File: src/rtl/shift_exec_pipe.sv
// Two-stage MIPS shift execution unit: stage 1 decodes op and shift amount,
// stage 2 runs a logical-right-shift core (bit-reversed for SLL, sign-filled for SRA).
module shift_exec_pipe #(
  parameter int DATA_W = 32
) (
  input  logic              clk,
  input  logic              rst,
  input  logic              flush,
  input  logic              in_valid,
  output logic              in_ready,
  input  logic [2:0]        op,
  input  logic [4:0]        shamt,
  input  logic [DATA_W-1:0] rs,
  input  logic [DATA_W-1:0] rt,
  input  logic [4:0]        dest,
  output logic              out_valid,
  input  logic              out_ready,
  output logic [DATA_W-1:0] result,
  output logic [4:0]        out_dest
);

  // Handshake: a transfer happens on a rising edge where valid && ready are
  // both high; valid never waits on ready, and in_ready depends only on stage
  // occupancy and out_ready, never on in_valid.

  logic              s1_valid;
  logic [DATA_W-1:0] s1_rt;
  logic [4:0]        s1_dest;
  logic [4:0]        s1_sa;
  logic              s1_left;
  logic              s1_arith;

  logic              s2_valid;
  logic [DATA_W-1:0] s2_result;
  logic [4:0]        s2_dest;

  logic              s2_adv;
  logic              s1_adv;
  logic              accept;

  logic [DATA_W-1:0] core_in;
  logic [DATA_W-1:0] core_out;
  logic [DATA_W-1:0] stage2_r;

  function automatic logic [DATA_W-1:0] bitrev(input logic [DATA_W-1:0] v);
    logic [DATA_W-1:0] o;
    o = '0;
    for (int i = 0; i < DATA_W; i++) begin
      o[i] = v[DATA_W-1-i];
    end
    return o;
  endfunction

  always_comb begin
    s2_adv   = !s2_valid || out_ready;
    s1_adv   = s1_valid && s2_adv;
    in_ready = !s1_valid || s2_adv;
    accept   = in_valid && in_ready;
  end

  // Left shifts reuse the right-shift core by reversing bits on both sides.
  always_comb begin
    core_in  = s1_left ? bitrev(s1_rt) : s1_rt;
    core_out = core_in >> s1_sa;
    if (s1_arith && s1_rt[DATA_W-1] && (s1_sa != 5'd0)) begin
      core_out = core_out | ~({DATA_W{1'b1}} >> s1_sa);
    end
    stage2_r = s1_left ? bitrev(core_out) : core_out;
  end

  always_ff @(posedge clk or posedge rst) begin
    if (rst) begin
      s1_valid <= 1'b0;
      s2_valid <= 1'b0;
    end else if (flush) begin
      s1_valid <= 1'b0;
      s2_valid <= 1'b0;
    end else begin
      if (s2_adv) begin
        s2_valid <= s1_valid;
      end
      if (in_ready) begin
        s1_valid <= accept;
      end
    end
  end

  // Data registers hold their contents while empty; a flush cycle loads nothing.
  always_ff @(posedge clk or posedge rst) begin
    if (rst) begin
      s1_rt    <= '0;
      s1_dest  <= '0;
      s1_sa    <= '0;
      s1_left  <= 1'b0;
      s1_arith <= 1'b0;
    end else if (accept && !flush) begin
      s1_rt    <= rt;
      s1_dest  <= dest;
      if (op[1:0] == 2'b11) begin
        s1_sa    <= 5'd0;
        s1_left  <= 1'b0;
        s1_arith <= 1'b0;
      end else begin
        s1_sa    <= op[2] ? rs[4:0] : shamt;
        s1_left  <= (op[1:0] == 2'b00);
        s1_arith <= (op[1:0] == 2'b10);
      end
    end
  end

  always_ff @(posedge clk or posedge rst) begin
    if (rst) begin
      s2_result <= '0;
      s2_dest   <= '0;
    end else if (s1_adv && !flush) begin
      s2_result <= stage2_r;
      s2_dest   <= s1_dest;
    end
  end

  always_comb begin
    out_valid = s2_valid;
    result    = s2_result;
    out_dest  = s2_dest;
  end

endmodule

File: config.mk
export PLATFORM = sky130hd
export DESIGN_NAME = shift_exec_pipe
export DESIGN_NICKNAME = d
export VERILOG_FILES = /design/src/rtl/shift_exec_pipe.sv
export SDC_FILE = /design/constraint.sdc
export NUM_CORES = 1
export LEC_CHECK = 0
export ABC_CLOCK_PERIOD_IN_PS = 7500
export BUFFER_PORTS_ARGS = -buffer_cell sky130_fd_sc_hd__clkbuf_2
export CORE_ASPECT_RATIO = 1.2
export CORE_MARGIN = 4
export CORE_UTILIZATION = 45
export DETAILED_ROUTE_END_ITERATION = 8
export GPL_TIMING_DRIVEN = 0
export PLACE_DENSITY = 0.67
export SETUP_SLACK_MARGIN = 0.5
export SLEW_MARGIN = 20
export SYNTH_ARGS = -nofsm -noshare
export SYNTH_HDL_FRONTEND = slang
export SYNTH_SLANG_ARGS = --single-unit
File: constraint.sdc
create_clock -name clk -period 7.5 [get_ports clk]
set_input_delay 1.5 -clock clk [delete_from_list [all_inputs] [get_ports clk]]
set_output_delay 1.5 -clock clk [all_outputs]
set_load 0.005 [all_outputs]
# After elaboration in Yosys (flattened, before gate mapping)
# Cells that the tools add are included.
# word_totals
out_inout_bits	39
elab_cells	41
reg_bits	83
in_bits	82
# op_classes
shift	2
n_bitwise	2
eq_ne	2
mux	11
n_reduce_logical	15
# op_table
op	n
$mux W32	3
$not A32 Y32	1
$or A32 B32 Y32	1
$shr A32 B5 Y32	1
$shr A32 B5 Y32 const A	1
$mux W5	2
$logic_and A1 B1 Y1	6
$mux W1	6
$reduce_bool A5 Y1	1
$eq A2 B2 Y1 const B	2
$reduce_bool A2 Y1	2
$logic_not A1 Y1	3
$logic_not A2 Y1	1
$logic_or A1 B1 Y1	2

# Longest topological paths before layout
# depth
ltp_word	6
depth_mapped	10
ltp_nobuf	6

# Worst setup path after synthesis
# No wires, ideal clock.
# synth_timing
path_kind	in2out
start	input port out_ready
end	output port in_ready
t_required_ns	6.000
stages	2
n_path_buf	0
t_arrival_ns	1.815
slack_ns	4.185
cell_sequence	nor2b_1 nand2_1
# synth_via
elab_chain_cells	2
# synth_lines
element	line_no	rtl
start: declaration	17	input logic out_ready,
$logic_or A1 B1 Y1	55	s2_adv = !s2_valid || out_ready;
$logic_or A1 B1 Y1	57	in_ready = !s1_valid || s2_adv;
end: declaration	10	output logic in_ready,
# No other way between the ends.

# Final worst setup path
# Same ends and word-level chain as after synthesis.

==> flow_summary.ini <==
[yosys]
netlist_area_um2 = 6270
async_flop_share_pct = 100
synth_top_area_cell = dfrtp_1
syn_inst = 621
syn_avg_cell_area_um2 = 10.1
synth_top_area_share_pct = 33.1
ys_types = 63
synth_warnings = 0
synth-seq-cells = 83
syn_nets = 703
synth.area.top_cells = dfrtp_1 (33%), mux2_2 (12%), mux4_2 (9.7%)
ys_seq_area_share_pct = 33.1
synth-main-ff-cell = dfrtp_1
synth_edf_count = 0

[cts]
cts_buffer_depth = 2
clkSlewWorstSetupHoldPaths_ps = 70
clock-sinks = 83
cts_made_buffers = 9
clockRootBuffer = clkbuf_16
hold_buffers = 0
cts_tree = yes
cts_resized = 0
clk-insertion-delay-late_ps = 360
htreeDepth = 3
post_cts_buffers = 0

[sta]
fin_ws_ps = 3910
fin_crit_ps = 3590
relSlewSlack_pct = 40.1
setup_violations = 0
hold_violations = 0
skew_ps = 11.3
fmax_mhz = 278
whs_ps = 470
tns_ps = 0
drv_slew = 0
worst_slew_pin_slew_ps = 895
rsz0062_at_grt = false
fin_crit_sh_pct = 47.9

[worst_hold_path]
hold_class = flop to flop
min_path_cells = 2

[detailed_routing]
wirelength_um = 23600
wl_per_cell_um = 26.3
dr.pass1.iters = 5
vias_per_cell = 6.50
drt_iter0_markers = 559
ant_nets = 0
vias = 5839
drc = 0

[pwr]
power.leakage_nw = 3.06
power.density_nw_per_um2 = 287
ir_worst_vdd_mv = 0.149

[global_route]
grt-ovfl-total = 0
gr-usage-all-layers_pct = 30.3
grt_pass1_vias = 5868
grt_max_degree = 50
grt_pass1_wl_um = 35900
grt_antenna_before_repair = 0

[setup_path]
end_kind = primary output
cp-start-kind = primary input
arrival_ps = 2090
r2r_end = result[26]$_DFFE_PP0P_
rr_startpoint = s1_left$_DFFE_PP0P_
reg2reg_slack_ps = 4150
worstSetupPathType = primary input to primary output
reg2reg_depth = 9
startpoint = out_ready
setup.worst_path.end = in_ready
worstPathRequired_ps = 6000
cp_max_fo = 5

[floorplanning]
die_h_um = 137
initial_utilization_pct = 46.7
rows = 46
die_w_um = 116
coreArea_um2 = 13400
dieArea_um2 = 15900
ios = 121

[placed_design]
port_buffers = 92
hpwl_um = 18800
dp.cells = 882
place.gp.congestion = 1.03
post-place-ws_ps = 3920

[finish]
drive_gt1_share_pct = 32.3
nFillCells = 1225
instances_no_fill = 898
finish.utilization_pct = 54.3
antenna_cells = 0
nets = 807
final_common_cell = clkbuf_2
register_area_um2 = 2080
syn_to_final_growth_pct = 16.1
multi_input_area_um2 = 3880
layout.cells.most_common_list = clkbuf_2 (92), dfrtp_1 (83), nand2_1 (78)

[flow_run]
drv_cap = 0

[outcome]
status = complete, no violations
-- area by class of cell --
| cell class | instances | area share, % |
|---|---|---|
| clock buffer | 10 | 3.28 |
| multi-input combinational | 471 | 53.4 |
| tap | 168 | 2.89 |
| buffer | 58 | 3.75 |
| clock inverter | 6 | 0.980 |
| sequential | 83 | 28.5 |
| inverter | 9 | 0.499 |
| timing repair buffer | 93 | 6.71 |
-- cells in the mapped netlist, types with 7 or more instances --
cell type and count:
clkbuf_1 31, mux2_2 67, dfrtp_1 83, o32ai_1 9, o31ai_1 10, o22ai_1 13
inv_1 7, buf_1 8, nand2_1 78, a21oi_1 17, nor3_1 15, mux4_2 27
a31oi_1 7, o21ai_0 24, nor2_1 42, nand3_1 11, buf_2 13, mux4_1 8
o221ai_1 12, o211ai_1 9, mux2i_1 35
-- metal layers --
layer / GRT usage, % / routed length (um) / vias up
li1: - / - / 2601
met1: 37.5 / 9440 / 2855
met2: 51.8 / 11600 / 303
met3: 4.83 / 1490 / 80
met4: 14.4 / 1100 / 0
met5: 0 / 0 / -
-- registers in the layout (all words and copies together), names as in the netlist --
signal and cells:
s1_dest 5, s1_left 1, s1_rt 32, s1_arith 1
s1_valid 1, out_dest 5, result 32, out_valid 1
s1_sa 5
-- where the power goes --
part | switching [mW] | internal [mW] | total [mW]
Clock | 0.196 | 0.271 | 0.466
Sequential | 0.0892 | 0.554 | 0.644
Combinational | 0.565 | 0.411 | 0.976
Total | 0.849 | 1.24 | 2.09
-- stage by stage --
stage	total power [mW]	cell area, um^2
floorplan	1.24	6270
global placement	1.59	6940
detailed placement	1.60	6970
CTS	2.07	7280
global route	2.18	7280
finish	2.09	7280
-- cell families (layout without fill, tap and decap cells) --
kind of cell / Yosys count / in the layout / share of synthesized area, %
xor gates and xnor gates: 1 / 1 / 0.140
buffers and inverters: 67 / 176 / 4.89
and+or+nand+nor: 176 / 176 / 12.4
muxes: 139 / 139 / 31.2
AOI/OAI and AO/OA: 155 / 155 / 18.2
DFF: 83 / 83 / 33.1
-- critical path, cell delays in order --
cell      delay, ps
clkbuf_2         80
nor2b_1         260
nand2_1         130
clkbuf_2        130
-- worst min path at each step --
stage | start | end
after CTS | s1_dest[2]$_DFFE_PP0P_ | out_dest[2]$_DFFE_PP0P_
after floorplan | s1_dest[0]$_DFFE_PP0P_ | out_dest[0]$_DFFE_PP0P_
final | s1_dest[2]$_DFFE_PP0P_ | out_dest[2]$_DFFE_PP0P_
after global routing | s1_dest[3]$_DFFE_PP0P_ | out_dest[3]$_DFFE_PP0P_
after detailed placement | s1_dest[2]$_DFFE_PP0P_ | out_dest[2]$_DFFE_PP0P_
after global placement | s1_dest[1]$_DFFE_PP0P_ | out_dest[1]$_DFFE_PP0P_
No activity file was read; power rests on OpenSTA's default activity.
